`src/rtl/xor_descrambler_8bit.sv`:
```
// Additive descrambler: 8-bit Galois LFSR keystream XORed onto DIN, re-seeded each frame.
// One registered output stage; DIN accepted at edge N is on DOUT after N; a stalled output holds and drops IN_READY.
module xor_descrambler_8bit #(
  parameter logic [7:0] POLY         = 8'hB8,
  parameter logic [7:0] SEED_DEFAULT = 8'hFF,
  parameter int         FRAME_LEN    = 16
) (
  input  logic              CLK,
  input  logic              RST,
  input  logic              SEED_LOAD,
  input  logic [7:0]        SEED,
  input  logic              IN_VALID,
  output logic              IN_READY,
  input  logic signed [7:0] DIN,
  output logic              OUT_VALID,
  input  logic              OUT_READY,
  output logic signed [7:0] DOUT,
  output logic              DOUT_LAST
);

  localparam int CW = (FRAME_LEN > 1) ? $clog2(FRAME_LEN) : 1;
  localparam logic [CW-1:0] LAST_IDX = CW'(FRAME_LEN - 1);

  typedef enum logic {IDLE, RUN} state_t;

  state_t          state;
  state_t          state_nxt;
  logic [7:0]      seed_reg;
  logic [7:0]      lfsr;
  logic [7:0]      lfsr_step;
  logic [7:0]      seed_fix;
  logic [CW-1:0]   count;
  logic            accept;
  logic            frame_end;

  // An all-zero seed would lock the LFSR at zero forever.
  assign seed_fix  = (SEED == 8'h00) ? 8'h01 : SEED;
  assign lfsr_step = (lfsr >> 1) ^ (lfsr[0] ? POLY : 8'h00);
  assign accept    = IN_VALID && IN_READY;
  assign frame_end = (count == LAST_IDX);

  always_ff @(posedge CLK) begin
    if (RST) begin
      state <= IDLE;
    end else begin
      state <= state_nxt;
    end
  end

  always_comb begin
    state_nxt = state;
    case (state)
      IDLE:    if (SEED_LOAD) state_nxt = RUN;
      RUN:     state_nxt = RUN;
      default: state_nxt = IDLE;
    endcase
  end

  always_comb begin
    IN_READY = 1'b0;
    if (state == RUN && !SEED_LOAD && (!OUT_VALID || OUT_READY)) begin
      IN_READY = 1'b1;
    end
  end

  // Keystream and frame position; a seed load overrides any step that cycle.
  always_ff @(posedge CLK) begin
    if (RST) begin
      seed_reg <= SEED_DEFAULT;
      lfsr     <= 8'h00;
      count    <= '0;
    end else if (SEED_LOAD) begin
      seed_reg <= seed_fix;
      lfsr     <= seed_fix;
      count    <= '0;
    end else if (accept) begin
      if (frame_end) begin
        lfsr  <= seed_reg;
        count <= '0;
      end else begin
        lfsr  <= lfsr_step;
        count <= count + 1'b1;
      end
    end
  end

  // Output stage: a new byte replaces the consumed one in the same cycle.
  always_ff @(posedge CLK) begin
    if (RST) begin
      OUT_VALID <= 1'b0;
      DOUT      <= 8'sh00;
      DOUT_LAST <= 1'b0;
    end else if (accept) begin
      OUT_VALID <= 1'b1;
      DOUT      <= DIN ^ $signed(lfsr);
      DOUT_LAST <= frame_end;
    end else if (OUT_VALID && OUT_READY) begin
      OUT_VALID <= 1'b0;
    end
  end

  a_hold_when_stalled: assert property (@(posedge CLK) disable iff (RST)
    (OUT_VALID && !OUT_READY) |=> (OUT_VALID && $stable(DOUT) && $stable(DOUT_LAST)));

  a_no_ready_when_stalled: assert property (@(posedge CLK) disable iff (RST)
    (OUT_VALID && !OUT_READY) |-> !IN_READY);

endmodule

```
`config.mk`:
```
export PLATFORM = sky130hd
export DESIGN_NAME = xor_descrambler_8bit
export DESIGN_NICKNAME = d
export VERILOG_FILES = /design/src/rtl/xor_descrambler_8bit.sv
export SDC_FILE = /design/constraint.sdc
export NUM_CORES = 1
export LEC_CHECK = 0
export ABC_AREA = 0
export BUFFER_PORTS_ARGS = -buffer_cell sky130_fd_sc_hd__buf_2
export CORE_MARGIN = 2
export CORE_UTILIZATION = 39
export CTS_BUF_LIST = sky130_fd_sc_hd__clkbuf_8
export CTS_CLUSTER_SIZE = 28
export DETAILED_ROUTE_END_ITERATION = 10
export PLACE_DENSITY = 0.72
export SLEW_MARGIN = 20
export SYNTH_ARGS = -nofsm -noshare
export SYNTH_HDL_FRONTEND = slang
export SYNTH_SLANG_ARGS = --single-unit
```
`constraint.sdc`:
```
create_clock -name CLK -period 1.3 [get_ports CLK]
set_input_delay 0.065 -clock CLK [delete_from_list [all_inputs] [get_ports CLK]]
set_output_delay 0.065 -clock CLK [all_outputs]
set_load 0.01 [all_outputs]
```
==> insert_results.sql <==
INSERT INTO impl_metrics (metric_group, metric, value, unit) VALUES
('routing', 'drc', '0', ''),
('worst_setup_path', 'library_cell_contributing_the_largest_single_delay_on_the_critical_path', 'sky130_fd_sc_hd__dfxtp_1', ''),
('sta', 'slew-limit-headroom', '0.729', ''),
('synth', 'post_syn_instances', '156', ''),
('grt', 'grt_start_max_net_pins', '25', ''),
('worst_setup_path', 'worst-r2r-cell-count', '5', ''),
('sta', 'achievable-frequency', '810', 'MHz'),
('routing', 'drt-vias-per-instance', '5.12', ''),
('routing', 'count_of_routing_violations_after_the_opening_detailed_route_iteration', '60', ''),
('synth', 'postSynthAreaPerCell', '9.18', 'um2'),
('placement', 'preCtsSetupSlack', '0.0213', 'ns'),
('clocking', 'cts.sinks', '31', ''),
('clocking', 'cts_root_buffer', 'sky130_fd_sc_hd__clkbuf_8', ''),
('floorplan', 'boundaryPins', '32', ''),
('finish', 'area.sequential', '623', 'um2'),
('grt', 'globalRouteTotalUtil', '0.184', ''),
('worst_setup_path', 'critical_path.cell_chain', 'nor2b_4 > nor3_4 > buf_12 > mux2i_1 > nor2_1', ''),
('finish', 'layout.filler_cells', '355', ''),
('sta', 'maxSlewViolCount', '0', ''),
('finish', 'finalCoreUtilization', '0.500', ''),
('run_status', 'outcome', 'finished clean', ''),
('worst_setup_path', 'endpoint_kind', 'flip-flop', ''),
('clocking', 'numCtsBuffers', '5', ''),
('synth', 'syn_nets', '178', ''),
('placement', 'placement.io_buffers', '31', ''),
('synth', 'total_number_of_yosys_warnings', '0', ''),
('synth', 'count_of_cell_types_in_the_netlist', '32', ''),
('worst_hold_path', 'worst_hold_startpoint', 'SEED[6]', ''),
('worst_hold_path', 'timing.hold.worst.class', 'in2reg', ''),
('floorplan', 'die_area', '4170', 'um2'),
('placement', 'place_hpwl', '2480', 'um'),
('finish', 'most_used_cells_in_the_layout_excluding_fill_and_tap_cells', '31 x sky130_fd_sc_hd__buf_2, 29 x sky130_fd_sc_hd__dfxtp_1, 23 x sky130_fd_sc_hd__nor2_1', ''),
('grt', 'first_pass_grt_wire_length', '5660', 'um'),
('routing', 'route.vias.total', '1254', ''),
('clocking', 'clock_tree.htree_level_count', '2', ''),
('worst_hold_path', 'worstHoldPathCells', '3', ''),
('finish', 'layout-drive-gt1-share', '0.335', ''),
('finish', 'antenna_cells_inserted', '0', ''),
('sta', 'grt_setup_unrepaired', 'no', ''),
('clocking', 'clk-insertion-delay-late', '0.29', 'ns'),
('synth', 'seq_area_frac_synth', '0.433', ''),
('floorplan', 'dieWidth', '64.6', 'um'),
('clocking', 'clkTransAtPathRegs', '0.07', 'ns'),
('grt', 'gr-total-overflow', '0', ''),
('routing', 'drtAntennaViolNets', '0', ''),
('worst_setup_path', 'critical_path.top_delay_family', 'simple AND/OR/NAND/NOR gates', ''),
('finish', 'mostFrequentLayoutCell', 'sky130_fd_sc_hd__buf_2', ''),
('grt', 'antenna_found_initial', '0', ''),
('worst_setup_path', 'r2r-start', 'OUT_VALID$_SDFFE_PP0P_', ''),
('sta', 'fin_ws', '0.0653', 'ns'),
('floorplan', 'initial_utilization', '0.397', ''),
('sta', 'skew', '0.00788', 'ns'),
('worst_setup_path', 'worst-endpoint-required', '1.48', 'ns'),
('worst_setup_path', 'timing.critical_path.arrival', '1.42', 'ns'),
('worst_setup_path', 'timing.setup.critical_path_class', 'reg2reg', ''),
('finish', 'syn_to_final_growth', '25.8', '%'),
('sta', 'min_period', '1.23', 'ns'),
('routing', 'drt-wirelength-per-cell', '13.8', 'um'),
('synth', 'ys_dominant_reg_cell', 'sky130_fd_sc_hd__dfxtp_1', ''),
('sta', 'setup_viol_count_final', '0', ''),
('pwr', 'power.static_leakage', '0.731', 'nW'),
('floorplan', 'core-area', '3610', 'um2'),
('clocking', 'postCtsHoldBufs', '0', ''),
('sta', 'min_period_over_period', '0.950', ''),
('pwr', 'worst_ir_drop_vdd', '0.494', 'mV'),
('worst_setup_path', 'crit-reg2reg-capture', 'DOUT_LAST$_SDFFE_PP0P_', ''),
('synth', 'synth-seq-cells', '31', ''),
('sta', 'report.final.hold_viol_count', '0', ''),
('clocking', 'cts_tree', 'built', ''),
('worst_setup_path', 'setup.worst_path.start', 'OUT_VALID$_SDFFE_PP0P_', ''),
('worst_setup_path', 'sum_of_buffers_and_inverters_on_the_critical_path', '1', '');
## cell type report
| class | instances | share of cell area |
|---|---|---|
| multi-input combinational | 113 | 0.428 |
| sequential | 31 | 0.346 |
| timing repair buffer | 43 | 0.143 |
| clock buffer | 5 | 0.0382 |
| tap | 48 | 0.0333 |
| clock inverter | 3 | 0.00694 |
| inverter | 2 | 0.00417 |
## where the power goes
group,internal (mW),switching (mW)
clock network,0.359,0.349
logic,0.130,0.146
registers,0.999,0.0420
total,1.49,0.537
## cells by family after synthesis
group	after synthesis	share of synthesized area
fa+ha+maj	1	0.00873
xor+xnor	11	0.0672
simple gates	60	0.199
flops	31	0.433
buf+inv	12	0.0463
compound gates	34	0.197
mux	7	0.0489
## worst reg2reg max path: cells and delay by family (launching register included)
family                 cells  cell delay (ns)
buffers and inverters      1             0.20
DFF                        1             0.31
muxes                      1             0.24
and+or+nand+nor            3             0.38
## synth_stat cells, types with 2 or more instances
cell type,number,share of area
sky130_fd_sc_hd__o211ai_1,3,0.016
sky130_fd_sc_hd__nand4_1,4,0.017
sky130_fd_sc_hd__buf_6,2,0.016
sky130_fd_sc_hd__a211oi_1,4,0.021
sky130_fd_sc_hd__buf_2,2,0.0070
sky130_fd_sc_hd__nand2_1,17,0.045
sky130_fd_sc_hd__inv_1,2,0.0052
sky130_fd_sc_hd__clkbuf_1,4,0.010
sky130_fd_sc_hd__nand3_1,5,0.017
sky130_fd_sc_hd__mux2i_1,7,0.049
sky130_fd_sc_hd__nor3_1,4,0.014
sky130_fd_sc_hd__a21oi_1,6,0.021
sky130_fd_sc_hd__a211oi_2,8,0.070
sky130_fd_sc_hd__xnor2_1,11,0.067
sky130_fd_sc_hd__o21ai_0,4,0.014
sky130_fd_sc_hd__and3_1,2,0.0087
sky130_fd_sc_hd__nor2_1,23,0.060
sky130_fd_sc_hd__dfxtp_1,31,0.43
sky130_fd_sc_hd__o221ai_1,4,0.024
## layer usage
metal	wire length [um]	track usage
met5	0	0
met3	185	0.0399
met4	78	0.128
met2	1590	0.268
met1	1540	0.240
## what timing repair did
item                       in CTS  in global routing
setup buffers                   0                  0
pin swaps                       0                  1
gates resized for setup         0                  7
setup endpoints to repair       1                  8
## metrics by stage
stage               TNS (ns)  instance area, um2  total power, mW
finish                     0                1800             2.03
global route               0                1800             2.13
CTS                 -0.00926                1780             2.05
detailed placement         0                1690             1.33
global placement           0                1690             1.33
floorplan                  0                1440             1.23
## worst max path at each step
stage                                   to  depth (start not counted)  slack (ns)
floorplan             lfsr[1]$_SDFFE_PP0P_                          5       0.004
global placement    DOUT_LAST$_SDFFE_PP0P_                          5        0.05
detailed placement    lfsr[5]$_SDFFE_PP0P_                          5        0.02
CTS                   lfsr[5]$_SDFFE_PP0P_                          5      -0.009
global route         count[2]$_SDFFE_PP0P_                          5       0.005
finish              DOUT_LAST$_SDFFE_PP0P_                          5        0.07
Note: power is estimated with default switching activity, not from simulation.
